File: src/rtl/prog_loader.sv
// prog_loader: 16x8 program RAM loaded from a framed byte stream (len, data, checksum);
// holds the SAP core in reset until a load completes with a matching checksum.
module prog_loader (
    input  logic       clk,
    input  logic       reset,
    input  logic       start,
    input  logic       in_valid,
    input  logic [7:0] in_data,
    output logic       in_ready,
    input  logic       rd_en,
    input  logic [3:0] rd_addr,
    output logic [7:0] rd_data,
    output logic       cpu_reset,
    output logic       busy,
    output logic       done,
    output logic       err
);
    typedef enum logic [2:0] {S_IDLE, S_HDR, S_DATA, S_CHK, S_RUN, S_ERR} state_t;

    state_t     r_state, w_next;
    logic [7:0] r_mem [16];
    logic [3:0] r_addr, r_len;
    logic [7:0] r_sum;
    logic       w_xfer, w_last;

    assign w_xfer = in_valid && in_ready;
    // len=0 encodes 16, so the last index is len-1 in 4-bit arithmetic
    assign w_last = r_addr == r_len - 4'd1;

    always_comb begin
        w_next = r_state;
        case (r_state)
            S_IDLE:  w_next = start ? S_HDR : S_IDLE;
            S_HDR:   w_next = w_xfer ? S_DATA : S_HDR;
            S_DATA:  w_next = (w_xfer && w_last) ? S_CHK : S_DATA;
            S_CHK:   w_next = w_xfer ? ((in_data == r_sum) ? S_RUN : S_ERR) : S_CHK;
            S_RUN:   w_next = start ? S_HDR : S_RUN;
            S_ERR:   w_next = start ? S_HDR : S_ERR;
            default: w_next = S_IDLE;
        endcase
    end

    assign busy      = r_state == S_HDR || r_state == S_DATA || r_state == S_CHK;
    assign in_ready  = busy;
    assign cpu_reset = r_state != S_RUN;
    assign done      = r_state == S_RUN;
    assign err       = r_state == S_ERR;
    assign rd_data   = rd_en ? r_mem[rd_addr] : 8'h00;

    always_ff @(posedge clk) begin
        if (reset) begin
            r_state <= S_IDLE;
            r_addr  <= 4'd0;
            r_sum   <= 8'h00;
            r_len   <= 4'd0;
            for (int i = 0; i < 16; i++) r_mem[i] <= 8'h00;
        end else begin
            r_state <= w_next;
            if (r_state == S_HDR && w_xfer) begin
                r_len  <= in_data[3:0];
                r_addr <= 4'd0;
                r_sum  <= 8'h00;
            end
            if (r_state == S_DATA && w_xfer) begin
                r_mem[r_addr] <= in_data;
                r_sum         <= r_sum + in_data;
                r_addr        <= r_addr + 4'd1;
            end
        end
    end
endmodule

File: config.mk
export PLATFORM = sky130hd
export DESIGN_NAME = prog_loader
export DESIGN_NICKNAME = d
export VERILOG_FILES = /design/src/rtl/prog_loader.sv
export SDC_FILE = /design/constraint.sdc
export NUM_CORES = 1
export LEC_CHECK = 0
export ABC_AREA = 1
export CAP_MARGIN = 20
export CORE_AREA = 2 2 97 136
export DETAILED_ROUTE_END_ITERATION = 8
export DIE_AREA = 0 0 99 138
export GPL_TIMING_DRIVEN = 0
export HOLD_SLACK_MARGIN = 0.08
export PLACE_DENSITY = 0.77
export SYNTH_ARGS = -nofsm -noshare
export SYNTH_HDL_FRONTEND = slang
export SYNTH_SLANG_ARGS = --single-unit
File: constraint.sdc
create_clock -name clk -period 2.25 [get_ports clk]
set_input_delay 0.5625 -clock clk [delete_from_list [all_inputs] [get_ports clk]]
set_output_delay 0.5625 -clock clk [all_outputs]
set_load 0.01 [all_outputs]
==> impl_metrics.toml <==
[timing]
worst_pin_slew_ns = 0.924
max_freq_mhz = 429
setup_slack_ns = -0.0834
period_minus_slack_ns = 2.33
setup_viol = 8
post-route-period-util_pct = 104
rsz0062_at_grt = "true"
clock_skew_ns = 0.00799
relSlewSlack_pct = 38.2
timing_hold_violations_final = 0
slew_violations = 0

[yosys]
synth_ff_type = "edfxtp_1"
yosys.area_share.adder_pct = 2.34
async_reset_ff_share_pct = 0
synth_area_per_cell_um2 = 9.15
synth_edf_count = 128
synth_top_family_by_area = "simple AND/OR/NAND/NOR gates"
syn_inst = 795
synth_area_um2 = 7270
ys_seq_area_share_pct = 58.1
ys_types = 31
yosys_warnings = 0
synth-seq-cells = 147
synth_xor_area_share_pct = 0.843
synth_compound_area_share_pct = 7.21
synth.area.mux_share_pct = 0
synthSimpleGateAreaFrac_pct = 26.8
syn_nets = 825

[final_layout]
fill_cells = 837
final_cell_area_um2 = 9000
syn_to_final_growth_pct = 23.7
stdcell_count = 1015
n_antenna_cell = 0
nNetsFinal = 880
drive_gt1_share_pct = 21.1
utilization_pct = 71.6

[drt]
route.detailed.wl_per_inst_um = 20.8
wl_met2_mm = 10.9
met1_length_mm = 7.11
totalWireLength_mm = 21.1
drtIter0Drc = 649
highest_layer = "met4"
met3_length_mm = 1.51
ant_nets = 0
first_pass_iters = 5
vias_per_cell = 5.95
drc_errors = 0
num_vias = 6036

[global_routing]
overflow = 0
antenna_found_initial = 0
grt_max_degree = 17
grt_pass1_vias = 6054
grt_first_pass_wirelength_mm = 31.5
grt_usage_pct = 30.8

[clock_tree]
htreeDepth = 4
clkSinkCount = 147
clock_latency_ns = 0.43
clk_pin_slew_ns = 0.06
cts_buffers = 17
clk_path_buf_depth = 2
cts_tree = "done"
clockRootBuffer = "clkbuf_16"

[placement]
place_area_um2 = 7730
port_buffers = 27
dpl.cell_count = 975
dp_hpwl_mm = 14.2
gp_congestion = 0.907

[die]
core_um2 = 12600
start_util_pct = 57.9
row_count = 49
fp.dieH_um = 138
die_area_um2 = 13700
die-width_um = 99
ios = 30

[min_path]
hold_path.class = "reg -> reg"

[power_and_ir_drop]
p_leak_uw = 0.00379
peakVddDrop_mv = 0.580
powerDensity_nw_per_um2 = 782

[worst_setup_path]
critical-path-slowest-cell = "o211ai_1"
crit_family = "compound AO/OA/AOI/OAI gates"
crit_chain = "buf_4 -> inv_8 -> clkbuf_16 -> o21ai_0 -> o211ai_1 -> nand3_1 -> a21oi_2 -> buf_2"
crit_type = "in -> out"
worst_ep_required_time_ns = 1.69
cp.arrival_ns = 1.77
start_kind = "input port"
slowest_delay_ns = 0.27
cp_max_fo = 10
path_buf_inv = 4
worstSetupEndpointType = "primary output"

[run_status]
failed_checks = "negative setup slack"
status = "finished, violations left"

[run]
maxCapViolations = 0
sequential cells by signal (all words and copies together), names as in the netlist:
| signal | count |
|---|---|
| r_addr | 4 |
| r_len | 4 |
| r_mem | 128 |
| r_state | 3 |
| r_sum | 8 |
logic make-up after synthesis:
kind of cell | after synthesis
AO/OA/AOI/OAI | 101
buffers and inverters | 86
adder cells (fa/ha/maj) | 13
XOR/XNOR | 7
flip-flops | 147
AND/OR/NAND/NOR | 441
tightest hold or removal path, cell delays in order (launching register included):
cell and delay [ns]:
dfxtp_1 0.31, nand2_1 0.06, a21oi_1 0.05
layout make-up:
| type | count | area (um^2) | share of cell area [%] |
|---|---|---|---|
| inverter | 49 | 205 | 2.28 |
| clock buffer | 19 | 433 | 4.81 |
| tap | 153 | 191 | 2.13 |
| clock inverter | 12 | 211 | 2.35 |
| buffer | 37 | 318 | 3.53 |
| timing repair buffer | 36 | 403 | 4.48 |
| multi-input combinational | 562 | 3010 | 33.4 |
| sequential | 147 | 4230 | 47.0 |
metrics by stage:
step	hold slack, ns	worst slack, ns	total power, uW	setup TNS (ns)
after global placement	0.453	-1.31	3760	-76.62
after floorplan	0.444	0.202	3530	0
final	0.471	-0.0834	7040	-0.420
after global routing	0.489	-0.113	7190	-0.709
after detailed placement	0.461	-1.33	3780	-88.02
after CTS	0.471	-0.0429	6940	-0.0652
synthesized netlist by cell type (2+ instances only):
cell / count / area share, %
o211ai_1: 4 / 0.41
nor2_8: 4 / 1.1
edfxtp_1: 128 / 53
nor2_2: 9 / 0.77
buf_2: 10 / 0.69
o21ai_0: 63 / 4.3
nand2_1: 105 / 5.4
a21oi_1: 30 / 2.1
xor2_1: 3 / 0.36
nand2_4: 10 / 1.5
nand3_1: 60 / 4.1
inv_1: 41 / 2.1
nor2_1: 242 / 12
xnor2_1: 4 / 0.48
buf_1: 5 / 0.26
dfxtp_1: 19 / 5.2
ha_1: 12 / 2.1
nand2_2: 6 / 0.52
clkbuf_1: 21 / 1.1
o31ai_1: 2 / 0.21
clkinv_1: 7 / 0.36
placed cells by master, fill, tap and decap left out, types with 4 or more instances in the layout:
cell and n:
a21oi_1 24, a21oi_2 6, buf_12 4, buf_2 14, buf_4 7, buf_8 5
bufinv_16 6, clkbuf_1 11, clkbuf_16 20, clkbuf_2 5, clkdlybuf4s50_1 13, clkinv_1 9
dfxtp_1 18, edfxtp_1 128, ha_1 12, inv_1 39, nand2_1 88, nand2_2 15
nand2_4 18, nand3_1 45, nand3_2 15, nor2_1 215, nor2_2 31, nor2_4 5
nor2_8 4, o211ai_1 4, o21ai_0 27, o21ai_1 28, o21ai_2 8, xnor2_1 4
worst paths after layout:
kind | from | to | slack, ns | cells past startpoint
worst max register to register | r_addr[3] | r_mem[2][7] | 0.25 | 4
worst max-delay path | rd_addr[1] | rd_data[7] | -0.08 | 8
worst min register to register | r_sum[0] | r_sum[0] | 0.47 | 2
worst min-delay path | r_sum[0] | r_sum[0] | 0.47 | 2
where the power goes:
part / switching [uW] / internal [uW] / total (uW)
sequential: 50.1 / 3050 / 3100
combinational: 498 / 275 / 773
clock: 1100 / 2060 / 3160
total: 1650 / 5390 / 7040
per-layer routing:
metal	up-vias	global-route usage, %
met2	351	53.1
met3	101	6.42
met4	0	22.4
met5	-	0
li1	2757	-
met1	2827	32.7
what timing repair did:
item                                    in CTS  in global routing
endpoints found under the setup margin     140                 89
pin swaps                                   26                 25
cloned                                       3                  2
buffers inserted                             1                  3
hold buffers                                 0                  0
resized for setup                          181                 61
No activity file was read; power rests on OpenSTA's default activity.
